<file path="src/rtl/uart_tx_fsm.sv">
// UART transmit frame controller: start bit, data from an external serializer, optional parity, stop bit.
// Define UART_TX_BACK2BACK_EN to accept the next frame during the stop bit (no idle gap between frames).
module uart_tx_fsm #(
    parameter int DATA_WIDTH = 8
) (
    input  logic                  CLK,
    input  logic                  RST,
    input  logic [DATA_WIDTH-1:0] P_DATA,
    input  logic                  Data_Valid,
    input  logic                  PAR_EN,
    input  logic                  PAR_TYP,
    input  logic                  ser_data,
    input  logic                  Serial_done,
    output logic [DATA_WIDTH-1:0] S_DATA,
    output logic                  Serial_EN,
    output logic                  TX_OUT,
    output logic                  Busy
);

    typedef enum logic [2:0] {
        IDLE   = 3'd0,
        START  = 3'd1,
        DATA   = 3'd2,
        PARITY = 3'd3,
        STOP   = 3'd4
    } state_t;

    state_t state;
    logic   par_bit;
    logic   par_en_q;
    logic   accept;

    // Even parity is the XOR of the data bits; odd parity inverts it.
    function automatic logic calc_parity(input logic [DATA_WIDTH-1:0] d, input logic odd);
        return (^d) ^ odd;
    endfunction

    always_comb begin
        accept = 1'b0;
        if (state == IDLE)
            accept = Data_Valid;
`ifdef UART_TX_BACK2BACK_EN
        if (state == STOP)
            accept = Data_Valid;
`endif
    end

    // Load strobe is combinational so the serializer sees it in the acceptance cycle; gated off in reset.
    assign Serial_EN = accept & RST;

    always_ff @(posedge CLK or negedge RST) begin
        if (!RST) begin
            state    <= IDLE;
            S_DATA   <= '0;
            par_bit  <= 1'b0;
            par_en_q <= 1'b0;
        end else if (accept) begin
            S_DATA   <= P_DATA;
            par_en_q <= PAR_EN;
            par_bit  <= calc_parity(P_DATA, PAR_TYP);
            state    <= START;
        end else begin
            case (state)
                IDLE:    state <= IDLE;
                START:   state <= DATA;
                DATA:    if (Serial_done) state <= par_en_q ? PARITY : STOP;
                PARITY:  state <= STOP;
                STOP:    state <= IDLE;
                default: state <= IDLE;
            endcase
        end
    end

    always_comb begin
        case (state)
            IDLE:    TX_OUT = 1'b1;
            START:   TX_OUT = 1'b0;
            DATA:    TX_OUT = ser_data;
            PARITY:  TX_OUT = par_bit;
            STOP:    TX_OUT = 1'b1;
            default: TX_OUT = 1'b1;
        endcase
    end

    assign Busy = (state != IDLE);

endmodule

</file>
<file path="config.mk">
export PLATFORM = sky130hd
export DESIGN_NAME = uart_tx_fsm
export DESIGN_NICKNAME = d
export VERILOG_FILES = /design/src/rtl/uart_tx_fsm.sv
export SDC_FILE = /design/constraint.sdc
export NUM_CORES = 1
export LEC_CHECK = 0
export CAP_MARGIN = 10
export CORE_UTILIZATION = 37
export CTS_CLUSTER_DIAMETER = 200
export DETAILED_ROUTE_END_ITERATION = 12
export MAX_ROUTING_LAYER = met4
export PLACE_DENSITY = 0.72
export SLEW_MARGIN = 20
export SYNTH_ARGS = -nofsm -noshare
export SYNTH_HDL_FRONTEND = slang
export SYNTH_SLANG_ARGS = --single-unit
export TNS_END_PERCENT = 10
</file>
<file path="constraint.sdc">
create_clock -name CLK -period 1.6 [get_ports CLK]
set_input_delay 0.48 -clock CLK [delete_from_list [all_inputs] [get_ports CLK]]
set_output_delay 0.48 -clock CLK [all_outputs]
set_load 0.01 [all_outputs]
</file>
==> After elaboration in Yosys (flattened, before gate mapping) <==
Index checks and enable logic that the tools add are counted.
Widths: inputs -> output; s select.
{ "classes": {"magnitude_cmp": 0, "shifts": 0, "n_mux": 6, "n_mul": 0, "n_reduce_logical": 3, "bitwise_logic": 2, "n_eq_ne": 4, "div": 0, "addsub": 0} }
{ "ops": {"columns": ["operator", "n"], "rows": [
  ["$mux 3", 3],
  ["$pmux 3 s3", 1],
  ["$reduce_xor 8->1", 1],
  ["$eq 3x2->1 const B", 2],
  ["$eq 3x1->1 const B", 1],
  ["$logic_not 3->1", 1],
  ["$ne 3x3->1 const B", 1],
  ["$pmux 1 s3", 1],
  ["$reduce_bool 3->1", 1],
  ["$and 1x1->1", 1],
  ["$mux 1", 1],
  ["$xor 1x1->1", 1]
]} }
{ "word_totals": {"romBits": 0, "word_cells": 19, "ramBits": 0, "mem_count": 0, "inputBits": 15, "latchBits": 0, "out_inout_bits": 11, "reg_bits": 13} }

==> Depth between registers and ports, before layout <==
{ "depth": {"ltp_word": 4, "ltp_mapped": 5, "depth_no_buf": 4} }

==> Worst setup path before layout <==
No wires, ideal clock.
{ "synth_timing": {"path_kind": "reg-to-output", "start": "register state[1]", "end": "output port Serial_EN", "n_path_buf": 1, "t_arrival_ns": 1.287, "path_stages_with_launch": 5, "slack_ns": -0.167, "t_required_ns": 1.120, "path_cell_list": "dfrtp_1 > or3_4 > nor2_4 > buf_12 > and2_2"} }
{ "synth_via": {"elab_chain_cells": 3} }
{ "synth_lines": {"columns": ["element", "line", "rtl"], "rows": [
  ["start, declared", "28", "state_t state;"],
  ["start signal, assigned", "66", "DATA: if (Serial_done) state <= par_en_q ? PARITY : STOP;"],
  ["$logic_not 3->1", "40", "if (state == IDLE)"],
  ["$mux 1", "40", null],
  ["$and 1x1->1", "49", "assign Serial_EN = accept & RST;"],
  ["end, declared", "15", "output logic Serial_EN,"]
]} }
Every way passes these cells.

==> Worst setup path in the final report <==
{ "layout_timing": {"start": "input port ser_data", "end": "output port TX_OUT"} }
{ "layout_via": {"elab_chain_cells": 1} }
{ "layout_lines": {"columns": ["element", "line", "rtl"], "rows": [
  ["start, declared", "12", "input logic ser_data,"],
  ["$pmux 1 s3", "75", "case (state)"],
  ["end, declared", "16", "output logic TX_OUT,"]
]} }
Every way passes these cells.

==> results.sh <==
export IMPL_portBuffers=25
export IMPL_setup_tns_ns=-0.902
export IMPL_synth_edf_count=0
export IMPL_rsz0062_at_grt="yes"
export IMPL_required_ns=1.12
export IMPL_seq_area_sq_um=325
export IMPL_arrival_ns=1.42
export IMPL_cts_tree="built"
export IMPL_status="finished with violations"
export IMPL_yosys_warnings=0
export IMPL_die_height_um=44.2
export IMPL_setup_worst_path_start="ser_data"
export IMPL_dp_hpwl_mm=1.01
export IMPL_ir_drop_mv=1.08
export IMPL_vias=477
export IMPL_synth_ff_type="dfrtp_1"
export IMPL_relSlewSlack_pct=90.4
export IMPL_die_x_um=44.2
export IMPL_fillCellCount=145
export IMPL_drt_first_pass_iters=8
export IMPL_nNetsFinal=100
export IMPL_clock_path_buffers=2
export IMPL_synth_net_count=63
export IMPL_multi_input_area_sq_um=318
export IMPL_maxCapViolCount=0
export IMPL_grt_pass1_vias=480
export IMPL_synth_area_top_cells="dfrtp_1 (49%), mux2_4 (16%), xnor2_1 (6.6%)"
export IMPL_rows=14
export IMPL_drive_gt1_share_pct=34.5
export IMPL_worst_skew_pair_late_latency_ns=0.28
export IMPL_die_area_sq_um=1950
export IMPL_vias_per_cell=4.77
export IMPL_totalPowerFinal_uw=1760
export IMPL_met3_usage_pct=4.90
export IMPL_finalHoldViolCount=0
export IMPL_worst_setup_path_end_kind="primary output"
export IMPL_r2r_start="state[1]$_DFFE_PN0P_"
export IMPL_track_usage_pct=16.2
export IMPL_cts_htree_levels=1
export IMPL_placeableCoreArea_sq_um=1580
export IMPL_gp_congestion=0.701
export IMPL_setup_viol=4
export IMPL_grt_use_met1_pct=19.6
export IMPL_min_from="S_DATA[4]$_DFFE_PN0P_"
export IMPL_initial_core_util_pct=41.8
export IMPL_grt_pass1_wl_mm=2.13
export IMPL_power_density_nw_per_um2=1770
export IMPL_layout_setup_ws_ns=-0.298
export IMPL_grt_busiest_layer="met2"
export IMPL_synthToLayoutAreaGrowth_pct=50.5
export IMPL_syn_avg_cell_area_sq_um=13.7
export IMPL_syn_area_sq_um=659
export IMPL_slew_viol_final=0
export IMPL_post_cts_buffers=0
export IMPL_synthArstFlopShare_pct=100
export IMPL_final_common_cell="dfrtp_1"
export IMPL_drt_initial_drc_count=8
export IMPL_layout_common_cells="dfrtp_1 (13), clkdlybuf4s50_1 (11), dlygate4sd2_1 (11)"
export IMPL_yosysTopAreaCell="dfrtp_1"
export IMPL_antenna_found_initial=0
export IMPL_max_freq_mhz=527
export IMPL_synth_cells=48
export IMPL_drc=1
export IMPL_cp_max_fo=1
export IMPL_ioPinCount=26
export IMPL_p_leak_uw=0.000473
export IMPL_violations="DRC, setup timing"
export IMPL_use_met2_pct=25.0
export IMPL_root_buffer="clkbuf_4"
export IMPL_crit_type="input port to primary output"
export IMPL_period_share_pct=119
export IMPL_detail_route_wl_per_cell_um=13.4
export IMPL_synth_seq_cells=13
export IMPL_grt_start_max_net_pins=14
export IMPL_ys_seq_area_share_pct=49.3
export IMPL_hold_class="flop to flop"
export IMPL_antenna_left=0
export IMPL_period_minus_slack_ns=1.90
export IMPL_pre_cts_ws_ns=-0.692
export IMPL_yosys_area_top_type_share_pct=49.3
export IMPL_path_clk_slew_ns=0.09
export IMPL_finalClockSkew_ns=0.00726
export IMPL_whs_ns=0.512
export IMPL_start_kind="input port"
export IMPL_synth_distinct_cells=20
export IMPL_final_core_util_pct=62.9
export IMPL_clock_sinks=13
export IMPL_wl_mm=1.34
export IMPL_diodes=0
export IMPL_cts_buffers=3
export IMPL_grt_overflow=0
export IMPL_worst_pin_slew_ns=0.141
-- path summary, 6_finish.rpt --
check / to / slack (ns) / cells past startpoint
min: S_DATA[4]$_DFFE_PN0P_ / 0.51 / 1
max: TX_OUT / -0.30 / 5
min in group asynchronous: state[2]$_DFFE_PN0P_ / 0.53 / 2
max in group asynchronous: S_DATA[7]$_DFFE_PN0P_ / 0.91 / 2
max reg2reg: S_DATA[0]$_DFFE_PN0P_ / 0.01 / 4
min reg2reg: S_DATA[4]$_DFFE_PN0P_ / 0.51 / 1
-- logic make-up after synthesis --
| group | after synthesis | share of synthesized area (%) |
|---|---|---|
| flops | 13 | 49.3 |
| simple gates | 11 | 10.8 |
| mux | 10 | 20.9 |
| xor+xnor | 7 | 11.4 |
| compound gates | 4 | 3.42 |
| buf+inv | 3 | 4.18 |
-- timing repair --
| action | CTS | global route |
|---|---|---|
| gates cloned | 0 | 0 |
| resized for setup | 26 | 1 |
| hold buffers | 0 | 0 |
| setup endpoints to repair | 15 | 12 |
| hold endpoints to repair | 0 | 0 |
| pin swaps | 5 | 2 |
-- synthesized netlist by cell type, drive strengths merged, types with 2 or more instances --
cell	n
dfrtp	13
inv	2
nor3b	2
xnor2	5
nand2	2
mux2	9
o21ai	2
nor2	3
-- sequential cells by signal (all words and copies together), names as in the netlist --
register,flops
S_DATA,8
state,3
par_bit,1
par_en_q,1
-- critical path, stage by stage --
cell and delay [ns]:
clkdlybuf4s50_1 0.40, nor2_1 0.11, a22oi_1 0.08, or2_4 0.23, buf_6 0.12
-- per-stage QoR --
stage | cell area [sq um] | std cells
after global routing | 992 | 100
after CTS | 985 | 100
final | 992 | 100
after detailed placement | 971 | 96
after global placement | 971 | 96
after floorplan | 661 | 48
-- area by class of cell --
class	instances	share of cell area, %
Sequential cell	13	32.8
Multi-Input combinational cell	32	32.0
Timing Repair Buffer	33	29.6
Clock buffer	3	2.27
Tap cell	16	2.02
Inverter	2	0.757
Clock inverter	1	0.504
-- power by group --
part	total [uW]	leakage, uW	switching [uW]	internal (uW)
clock network	206	0.0000177	113	92.6
logic	975	0.000298	379	596
registers	575	0.000157	82.6	492
-- routing by layer --
metal,vias up,wire [um]
met5,-,0
met4,0,19
met3,2,65
met2,15,662
met1,222,596
li1,238,-
(Power assumes the default switching activity.)
